File: src/rtl/nibble_serial_adder_pkg.sv
// Shared constants and FSM state encoding for the nibble-serial adder.
package nibble_serial_adder_pkg;

    localparam int NIBBLE_W = 4;

    typedef enum logic [1:0] {
        ST_IDLE = 2'd0,
        ST_RUN  = 2'd1,
        ST_DONE = 2'd2
    } state_t;

    // Nibble index width: ceil(log2(nibbles)), never narrower than one bit.
    function automatic int idx_width(input int nibbles);
        return (nibbles <= 1) ? 1 : $clog2(nibbles);
    endfunction

endpackage

File: src/rtl/nibble_serial_adder_cla4_slice.sv
// Combinational 4-bit carry-lookahead slice; c3 (carry into bit 3) feeds overflow detection.
module cla4_slice (
    input  logic [3:0] a,
    input  logic [3:0] b,
    input  logic       cin,
    output logic [3:0] s,
    output logic       cout,
    output logic       c3
);

    logic [3:0] g;
    logic [3:0] p;
    logic       c1;
    logic       c2;

    assign g = a & b;
    assign p = a ^ b;

    assign c1   = g[0] | (p[0] & cin);
    assign c2   = g[1] | (p[1] & g[0]) | (p[1] & p[0] & cin);
    assign c3   = g[2] | (p[2] & g[1]) | (p[2] & p[1] & g[0]) | (p[2] & p[1] & p[0] & cin);
    assign cout = g[3] | (p[3] & g[2]) | (p[3] & p[2] & g[1]) | (p[3] & p[2] & p[1] & g[0])
                | (p[3] & p[2] & p[1] & p[0] & cin);

    assign s = p ^ {c3, c2, c1, cin};

endmodule

File: src/rtl/nibble_serial_adder.sv
// Wide adder that walks one 4-bit CLA slice across the operands, LS nibble first.
// Optional SIGNED_OVF_EN adds a registered two's-complement overflow output (ovf).
//
// state   | meaning
// --------+-----------------------------------------------
// IDLE    | waiting for operands, in_ready high
// RUN     | one nibble added per clock, idx selects nibble
// DONE    | result held, out_valid high until out_ready
module nibble_serial_adder
    import nibble_serial_adder_pkg::*;
#(
    parameter int WIDTH = 16
) (
    input  logic             clk,
    input  logic             rst_n,
    input  logic             in_valid,
    output logic             in_ready,
    input  logic [WIDTH-1:0] a,
    input  logic [WIDTH-1:0] b,
    input  logic             cin,
    output logic             out_valid,
    input  logic             out_ready,
    output logic [WIDTH-1:0] sum,
    output logic             cout,
    output logic             busy
`ifdef SIGNED_OVF_EN
    ,
    output logic             ovf
`endif
);

    localparam int NIBBLES = WIDTH / NIBBLE_W;
    localparam int IDX_W   = idx_width(NIBBLES);
    localparam logic [IDX_W-1:0] LAST_IDX = IDX_W'(NIBBLES - 1);

    if ((WIDTH % NIBBLE_W) != 0 || WIDTH < NIBBLE_W) begin : g_width_check
        $error("WIDTH must be a positive multiple of 4");
    end

    state_t                state;
    logic [IDX_W-1:0]      idx;
    logic                  carry;
    logic [WIDTH-1:0]      op_a;
    logic [WIDTH-1:0]      op_b;
    logic [NIBBLE_W-1:0]   slice_a;
    logic [NIBBLE_W-1:0]   slice_b;
    logic [NIBBLE_W-1:0]   slice_s;
    logic                  slice_cout;

    always_comb begin
        slice_a = '0;
        slice_b = '0;
        for (int i = 0; i < NIBBLES; i++) begin
            if (idx == IDX_W'(i)) begin
                slice_a = op_a[i*NIBBLE_W +: NIBBLE_W];
                slice_b = op_b[i*NIBBLE_W +: NIBBLE_W];
            end
        end
    end

`ifdef SIGNED_OVF_EN
    logic slice_c3;
`else
    logic slice_c3_unused;
`endif

    cla4_slice u_slice (
        .a    (slice_a),
        .b    (slice_b),
        .cin  (carry),
        .s    (slice_s),
        .cout (slice_cout),
`ifdef SIGNED_OVF_EN
        .c3   (slice_c3)
`else
        .c3   (slice_c3_unused)
`endif
    );

    always_ff @(posedge clk) begin
        if (!rst_n) begin
            state <= ST_IDLE;
            idx   <= '0;
            carry <= 1'b0;
            op_a  <= '0;
            op_b  <= '0;
            sum   <= '0;
            cout  <= 1'b0;
`ifdef SIGNED_OVF_EN
            ovf   <= 1'b0;
`endif
        end else begin
            case (state)
                ST_IDLE: begin
                    if (in_valid) begin
                        op_a  <= a;
                        op_b  <= b;
                        carry <= cin;
                        idx   <= '0;
                        state <= ST_RUN;
                    end
                end
                ST_RUN: begin
                    for (int i = 0; i < NIBBLES; i++) begin
                        if (idx == IDX_W'(i)) begin
                            sum[i*NIBBLE_W +: NIBBLE_W] <= slice_s;
                        end
                    end
                    carry <= slice_cout;
                    if (idx == LAST_IDX) begin
                        cout  <= slice_cout;
`ifdef SIGNED_OVF_EN
                        ovf   <= slice_c3 ^ slice_cout;
`endif
                        // Park idx at zero so a single-nibble build never leaves it at 1.
                        idx   <= '0;
                        state <= ST_DONE;
                    end else begin
                        idx <= idx + IDX_W'(1);
                    end
                end
                ST_DONE: begin
                    if (out_ready) begin
                        state <= ST_IDLE;
                    end
                end
                default: state <= ST_IDLE;
            endcase
        end
    end

    assign in_ready  = (state == ST_IDLE);
    assign out_valid = (state == ST_DONE);
    assign busy      = (state != ST_IDLE);

endmodule

File: config.mk
export PLATFORM = sky130hd
export DESIGN_NAME = nibble_serial_adder
export DESIGN_NICKNAME = d
export VERILOG_FILES = /design/src/rtl/nibble_serial_adder_pkg.sv /design/src/rtl/nibble_serial_adder_cla4_slice.sv /design/src/rtl/nibble_serial_adder.sv
export SDC_FILE = /design/constraint.sdc
export NUM_CORES = 1
export LEC_CHECK = 0
export CAP_MARGIN = 20
export CELL_PAD_IN_SITES_DETAIL_PLACEMENT = 0
export CELL_PAD_IN_SITES_GLOBAL_PLACEMENT = 1
export CORE_MARGIN = 5
export CORE_UTILIZATION = 39
export CTS_BUF_LIST = sky130_fd_sc_hd__clkbuf_8 sky130_fd_sc_hd__clkbuf_16
export DETAILED_ROUTE_END_ITERATION = 8
export HOLD_SLACK_MARGIN = 0.05
export PLACE_DENSITY_LB_ADDON = 0.3
export SETUP_SLACK_MARGIN = 0.4
export SLEW_MARGIN = 40
export SYNTH_ARGS = -nofsm -noshare
export SYNTH_HDL_FRONTEND = slang
export SYNTH_SLANG_ARGS = --single-unit
File: constraint.sdc
create_clock -name clk -period 3.9 [get_ports clk]
set_clock_uncertainty 0.05 [all_clocks]
set_input_delay 0.78 -clock clk [delete_from_list [all_inputs] [get_ports clk]]
set_output_delay 0.78 -clock clk [all_outputs]
set_load 0.03 [all_outputs]
### Word level (Yosys, flattened, before mapping)

Index checks and enable logic that the tools add are counted.

* flip-flop bits (word level): 54
* input bits: 37
* logic and storage cells: 76

* add/sub/neg operators: 1
* equality and inequality tests: 8
* mux-type cells: 17
* bitwise operators: 29
* reduce and logical (&&, ||, !) cells: 11

Operators by type and width (count)
* $mux 4: 8
* $and 1x1->1: 16
* $reduce_and 2->1: 6
* $mux 2: 5
* $or 1x1->1: 10
* $xor 4x4->4: 2
* $eq 2x2->1 const B: 3
* $pmux 2 s3: 1
* $and 4x4->4: 1
* $eq 2x1->1 const B: 2
* $logic_not 2->1: 2
* $ne 2x2->1 const B: 2
* $pmux 2 s2: 1
* $reduce_bool 2->1: 2
* $reduce_and 3->1: 1
* $add 2x1->2 const B: 1
* $ne 2x1->1 const B: 1
* $pmux 1 s2: 1
* $mux 1: 1

### Logic depth before layout (Yosys ltp)

Gate-level depths: netlist of the first run.

* word-level depth: 12
* mapped depth: 12
* depth with buffers taken out: 11

### Modules after synthesis

Synthesis of the first run repeated with hierarchy kept, for this count alone.

* cells, all modules: 270
* area, all modules: 2690.1 um^2

By module, submodules not included
* nibble_serial_adder: instances 1, cells an instance 252, area each 2534.9 um^2, seq. area each 1081.0 um^2
* cla4_slice: instances 1, cells an instance 18, area each 155.1 um^2, seq. area each 0.0 um^2

### Worst setup path after synthesis of the first run

No wires, ideal clock.

* kind: register -> register
* from: register idx[0]
* to: register sum[15]
* arrival: 2365 ps
* data required time: 3733 ps
* slack: 1367 ps
* cell stages (with the launch flop): 13
* buffers on the path: 2
* cell sequence: dfxtp_1 -> inv_1 -> ha_1 -> clkbuf_1 -> buf_2 -> a21oi_1 -> a21oi_1 -> o21ai_0 -> ha_1 -> a21o_1 -> a311o_1 -> nand4_1 -> a21boi_1

* longest elaborated chain between the ends: 11

Ends and longest elaborated chain
* start: declaration: RTL line nibble_serial_adder.sv:41 `logic [IDX_W-1:0] idx;`
* start signal: assignment: RTL line nibble_serial_adder.sv:119 `idx <= idx + IDX_W'(1);`
* $logic_not 2->1: RTL line nibble_serial_adder.sv:54 `if (idx == IDX_W'(i)) begin`
* $mux 4 (4 in series): RTL line nibble_serial_adder.sv:54
* $xor 4x4->4 / $and 4x4->4 (equally long branches): RTL line nibble_serial_adder_cla4_slice.sv:17, nibble_serial_adder_cla4_slice.sv:16
* $and 1x1->1: RTL line nibble_serial_adder_cla4_slice.sv:21 `assign c3 = g[2] | (p[2] & g[1]) | (p[2] & p[1] & g[0]) | (p[2] & p[1] & p[0] & cin);`
* $or 1x1->1 / $and 1x1->1 (equally long branches) (2 in series): RTL line nibble_serial_adder_cla4_slice.sv:21
* $or 1x1->1: RTL line nibble_serial_adder_cla4_slice.sv:21
* $xor 4x4->4: RTL line nibble_serial_adder_cla4_slice.sv:25 `assign s = p ^ {c3, c2, c1, cin};`
* end signal: indexed assignment: RTL line nibble_serial_adder.sv:106 `sum[i*NIBBLE_W +: NIBBLE_W] <= slice_s;`
* end: declaration: RTL line nibble_serial_adder.sv:23 `output logic [WIDTH-1:0] sum,`

Several ways; a longest one is shown, not always the timed one.
A chain may end at the register's enable or synchronous reset.

### Worst setup path in the final report of the first run

* from: register idx[1]
* to: register sum[7]

The elaborated chain is that of the path after synthesis.

==> results of run 1 <==
## cell type report
class	instances	area (um^2)
Fill cell	631	3160
Multi-Input combinational cell	236	1350
Tap cell	77	96.3
Inverter	3	11.3
Timing Repair Buffer	58	576
Clock buffer	6	82.6
Sequential cell	54	1080
## power groups by stage
stage / registers, mW / logic [mW] / clock network, mW
finish: 0.594 / 0.196 / 0.306
global route: 0.598 / 0.216 / 0.339
CTS: 0.594 / 0.199 / 0.315
detailed placement: 0.607 / 0.198 / 0
global placement: 0.607 / 0.195 / 0
floorplan: 0.610 / 0.117 / 0
## state kept, by name, summed over array words and instances, names as in the netlist
name / count
op_a: 16
op_b: 16
sum: 16
idx: 2
state: 2
carry: 1
cout: 1
## layout by cell type (no fill, tap or decap), types with 2 or more instances in the layout
cell             synthesis  final
clkbuf_8                 0      6
nand4_1                  9      9
o211a_1                  4      4
a21boi_0                 4      4
nor2b_1                  4      4
nand2_1                102    102
ha_1                     8      8
buf_4                    3      2
nand3b_1                 8      8
and2_1                   5      5
o21a_1                   3      3
a21boi_1                36     36
nand2b_1                 2      2
a21oi_1                 20     20
a211o_1                  2      2
o21ai_0                  9      9
a21o_1                   2      2
nand3_1                  4      4
inv_1                    3      3
clkdlybuf4s50_1          0     56
dfxtp_1                 54     54
## worst min-delay path: cells and delay by family, from the launching register on
kind | cells | cell delay [ns]
compound gates | 1 | 0.05
flops | 1 | 0.32
simple gates | 1 | 0.05
## per-stage QoR
| step | area (um^2) | hold WS, ns | util [%] | cells | worst slack, ns |
|---|---|---|---|---|---|
| floorplan | 2540 | 0.385 | - | 313 | 1.37 |
| finish | 3190 | 0.405 | 50.3 | 434 | 1.01 |
| global placement | 3110 | 0.391 | 49.0 | 428 | 1.16 |
| global route | 3190 | 0.431 | 50.3 | 434 | 0.730 |
| detailed placement | 3110 | 0.394 | 49.0 | 428 | 1.02 |
| CTS | 3190 | 0.408 | 50.3 | 434 | 1.00 |
## kinds of logic (layout without fill, tap and decap cells)
kind of cell / Yosys count / count (layout) / synth area share (%)
AO/OA/AOI/OAI: 85 / 85 / 22.8
buffers and inverters: 23 / 67 / 4.62
XOR/XNOR: 1 / 1 / 0.344
adder cells (fa/ha/maj): 9 / 9 / 4.72
multiplexers: 1 / 1 / 0.393
flip-flops: 54 / 54 / 42.5
AND/OR/NAND/NOR: 140 / 140 / 24.7
## metal layers
layer	up-vias	share of wire, %	global-route usage, %
met5	-	0	0
met4	0	0.92	3.67
met3	4	3.8	3.50
met2	36	46	22.8
met1	1004	50	19.4
li1	1142	-	-
## worst min-delay path by stage
| stage | endpoint | cells past startpoint |
|---|---|---|
| 2_1_floorplan | op_a[0] | 2 |
| 3_3_place_gp | op_a[11] | 2 |
| 3_5_place_dp | sum[6] | 2 |
| 4_1_cts | op_a[2] | 2 |
| 5_1_grt | sum[6] | 2 |
| 6_report | op_a[2] | 2 |
==> out/qor.yml, run 1 <==
setup_path:
  cpPeakStageDelay_ns: 0.40
  worst_r2r_endpoint: "sum[7]"
  crit_path_start_kind: "flop"
  crit_chain: "inv_1, ha_1, nand3b_1, a21oi_1, a21oi_1, o21ai_0, ha_1, a21o_1, a311o_1, nand4_1, a21boi_1"
  path_max_fanout: 18
  crit_start: "idx[1]"
  reg2reg_depth: 11
  cp_slowest_cell: "a311o_1"
  crit_end: "sum[7]"
  endpoint_kind: "flop"
  regToRegSetupSlack_ns: 1.01
  cp_num_cells: 11
  cpLargestDelayFamily: "compound AO/OA/AOI/OAI gates"
  rr_startpoint: "idx[1]"
  critPathKind: "flop to flop"
  worst_ep_required_time_ns: 4.04
  path_buf_inv: 1
  crit_arrival_ns: 3.03
clock_tree:
  path_clk_slew_ns: 0.09
  clock_latency_ns: 0.30
  clock_sinks: 54
  postCtsSetupBuffers: 0
  clk_path_buf_depth: 2
  cts_tree: "done"
  ctsRootBufferMaster: "clkbuf_8"
  cts-hold-fix-buffers: 0
  ctsResizeCount: 0
  cts_htree_levels: 2
  cts_buffers: 5
drt:
  routed_via_density: 5.04
  wl_per_cell_um: 13.5
  wirelength_mm: 5.85
  dr.pass1.iters: 4
  final_antenna_net_count: 0
  drc: 0
  drt_iter0_drc: 89
  vias: 2186
pwr:
  power_leakage_nw: 1.25
  ir_drop_v: 0.000204
  clockPowerShare_pct: 27.9
  power_per_cell_area_nw_per_um2: 343
  pwr-share-comb_pct: 17.9
  power_frac_seq_pct: 54.2
  p_sw_mw: 0.288
  fin_total_pwr_mw: 1.10
  power.internal_mw: 0.807
  swShare_pct: 26.3
yosys:
  synth.top_cell.area_share_pct: 42.5
  ys_seq_area_share_pct: 42.5
  synthFlopType: "dfxtp_1"
  syn_inst: 313
  synth_fp_nets: 359
  synth_common_cells: "nand2_1 (102), dfxtp_1 (54), a21boi_1 (36)"
  syn_area_per_cell_um2: 8.13
  synth_warnings: 0
  synth_most_common_cell: "nand2_1"
  synth_top_cell_by_area: "dfxtp_1"
  netlist_area_um2: 2540
  postSynthRegisterBits: 54
  synth-edff-count: 0
  async_flop_share_pct: 0
  synthDistinctLibCells: 36
  synth_area_leaders: "dfxtp_1 (42%), nand2_1 (15%), a21boi_1 (11%)"
cells_and_area:
  nets: 404
  antenna_cells: 0
  drive_gt1_share_pct: 3.36
  area_growth_syn_to_layout_pct: 25.5
timing:
  final_max_slew_viol_count: 0
  grt_setup_unrepaired: "false"
  slew_headroom_pct: 59.3
  finalHoldViolCount: 0
  tns_ns: 0
  fin_crit_sh_pct: 74.0
  setup_viol: 0
  fmax_ghz: 0.347
  worstMarginPinSlew_ns: 0.609
  post-route-min-period_ns: 2.89
floorplan:
  io_pins: 57
  fp.dieH_um: 90.8
  num_rows: 29
  initial_core_util_pct: 40.1
  die_w_um: 90.8
  die_area_um2: 8240
  design.core.area_um2: 6350
grt:
  grt_pass1_wl_mm: 9.92
  grt_pass1_vias: 2043
  grt_usage_pct: 14.3
  antenna_found_initial: 0
  overflow: 0
  grt_max_degree: 59
status:
  status: "finished, final reports clean"
placement:
  io_buffer_count: 56
  routabilityCongestion: 0.824
  dp_hpwl_mm: 4.14
worst_hold_path:
  hold_path.class: "flop to flop"
  hp-start: "op_a[2]"
flow_run:
  maxCapViolations: 0
Note: power is estimated with default switching activity, not from simulation.
==> inputs of run 2 (changes only) <==
CORE_UTILIZATION = 33   (was 39)
clock period = 2.5 ns   (was 3.9 ns; I/O delays follow)
==> run 2 against run 1 <==
First-iteration DRC count fell by 21%. Critical path depth rose by 1. Die area rose by 16%. Sequential power rose by 56%. Design area rose by 7.5%. Clock-buffer cell count did not move. Worst hold slack improved by 0.0038 ns. Clock power rose by 69%. Worst setup slack got worse by 0.84 ns. Sequential share of layout area fell by 2.2 points. Largest cell class unchanged.
==> out/qor.yml, run 2 (synthesis results as in run 1) <==
pwr:
  power_leakage_nw: 1.34
  power_frac_seq_pct: 51.9
  power_per_cell_area_nw_per_um2: 521
  clockPowerShare_pct: 28.9
  pwr-share-comb_pct: 19.2
  swShare_pct: 27.4
  fin_total_pwr_mw: 1.79
  power.internal_mw: 1.30
  ir_drop_v: 0.000242
  p_sw_mw: 0.489
drt:
  wirelength_mm: 6.18
  drc: 0
  wl_per_cell_um: 13.1
  drt_iter0_drc: 70
  dr.pass1.iters: 4
  final_antenna_net_count: 0
  routed_via_density: 4.68
  vias: 2210
placement:
  io_buffer_count: 56
  routabilityCongestion: 0.765
  dp_cells: 456
  place_ws_ns: 0.0715
  dp_hpwl_mm: 4.31
  placed_area_um2: 3230
setup_path:
  crit_end: "sum[15]"
  worst_ep_required_time_ns: 2.66
  path_max_fanout: 10
  crit_arrival_ns: 2.48
  reg2reg_depth: 12
  rr_startpoint: "idx[1]"
  crit_chain: "inv_4, ha_4, buf_6, nand2_1, a21oi_2, a21oi_2, o21ai_2, ha_1, a21o_1, a311o_1, nand4_1, a21boi_1"
  cpPeakStageDelay_ns: 0.37
  crit_start: "idx[1]"
  endpoint_kind: "flop"
  regToRegSetupSlack_ns: 0.17
  crit_path_start_kind: "flop"
  critPathKind: "flop to flop"
  cp_slowest_cell: "dfxtp_4"
  worst_r2r_endpoint: "sum[15]"
  critPathMostFrequentCell: "a21oi_2"
timing:
  setup_viol: 0
  grt_setup_unrepaired: "true"
  slew_headroom_pct: 59.2
  final_max_slew_viol_count: 0
  fmax_ghz: 0.429
  setup_ws_ns: 0.171
  holdWs_ns: 0.409
  post-route-min-period_ns: 2.33
  worstMarginPinSlew_ns: 0.609
  fin_crit_sh_pct: 93.2
  finalHoldViolCount: 0
  tns_ns: 0
floorplan:
  die_area_um2: 9570
  die_w_um: 97.8
  design.core.area_um2: 7610
  num_rows: 32
  fp.dieH_um: 97.8
  initial_core_util_pct: 33.5
  io_pins: 57
cells_and_area:
  top_regs: "op_a: 16 flops, op_b: 16 flops, sum: 16 flops"
  final_common_cell: "nand2_1"
  layout_common_cells: "nand2_1 (102), clkdlybuf4s50_1 (53), dfxtp_1 (52)"
  final_cells: 472
  drive_gt1_share_pct: 11.9
  area_growth_syn_to_layout_pct: 34.9
  design_area_um2: 3430
  fillCellCount: 801
  nets: 415
  antenna_cells: 0
  post-route-util_pct: 45.1
grt:
  grt_pass1_vias: 2222
  met2_usage_pct: 21.5
  met3_usage_pct: 3.50
  grt_usage_pct: 13.2
  overflow: 0
  met1_usage_pct: 17.6
  grt_pass1_wl_mm: 10.5
  grt_max_degree: 59
  busiest_layer: "met2"
  antenna_found_initial: 0
clock_tree:
  cts_tree: "done"
  clk_path_buf_depth: 2
  cts_buffers: 5
  cts-hold-fix-buffers: 0
  path_clk_slew_ns: 0.10
  clock_sinks: 54
  ctsRootBufferMaster: "clkbuf_8"
  clock_latency_ns: 0.31
  cts_htree_levels: 2
worst_hold_path:
  hp-start: "op_b[9]"
  hold_path.class: "flop to flop"
status:
  status: "finished, final reports clean"
flow_run:
  maxCapViolations: 0
[run 2: worst min path at each step]
stage                     cells after the start  endpoint  slack (ns)
after floorplan                               2   op_a[0]        0.39
after global placement                        2    sum[8]        0.40
after detailed placement                      2   op_a[6]        0.40
after CTS                                     2    sum[4]        0.41
after global routing                          2   op_b[2]        0.44
final                                         2   op_b[9]        0.41
[run 2: final cells by class]
type | count | area (um^2) | share of cell area [%]
clock inverters | 2 | 16.3 | 0.474
inverters | 3 | 16.3 | 0.474
clock buffers | 6 | 82.6 | 2.41
repair buffers | 69 | 674 | 19.6
well taps | 102 | 128 | 3.72
multi-input cells | 236 | 1430 | 41.6
flip-flops and latches | 54 | 1090 | 31.7
[run 2: critical path, delay by kind of cell (launching register included)]
kind / cells / cell delay (ns)
compound gates: 6 / 0.93
flops: 1 / 0.37
buf+inv: 2 / 0.22
fa+ha+maj: 2 / 0.46
simple gates: 2 / 0.18
[run 2: layer usage]
layer,up-vias,wire length [um]
met5,-,0
met4,0,53
met3,4,292
met2,45,2850
met1,992,2980
li1,1169,-
[run 2: power by group through the flow]
stage	Combinational, mW	Clock, mW	Sequential (mW)
after floorplan	0.196	0	0.954
after global placement	0.322	0	0.949
final	0.343	0.517	0.929
after global routing	0.382	0.577	0.935
after CTS	0.339	0.543	0.929
after detailed placement	0.327	0	0.949
[run 2: what timing repair did]
| action | in CTS | in global routing |
|---|---|---|
| resized for setup | 8 | 7 |
| pin swaps | 5 | 5 |
| setup buffers | 5 | 3 |
| setup endpoints to repair | 20 | 19 |
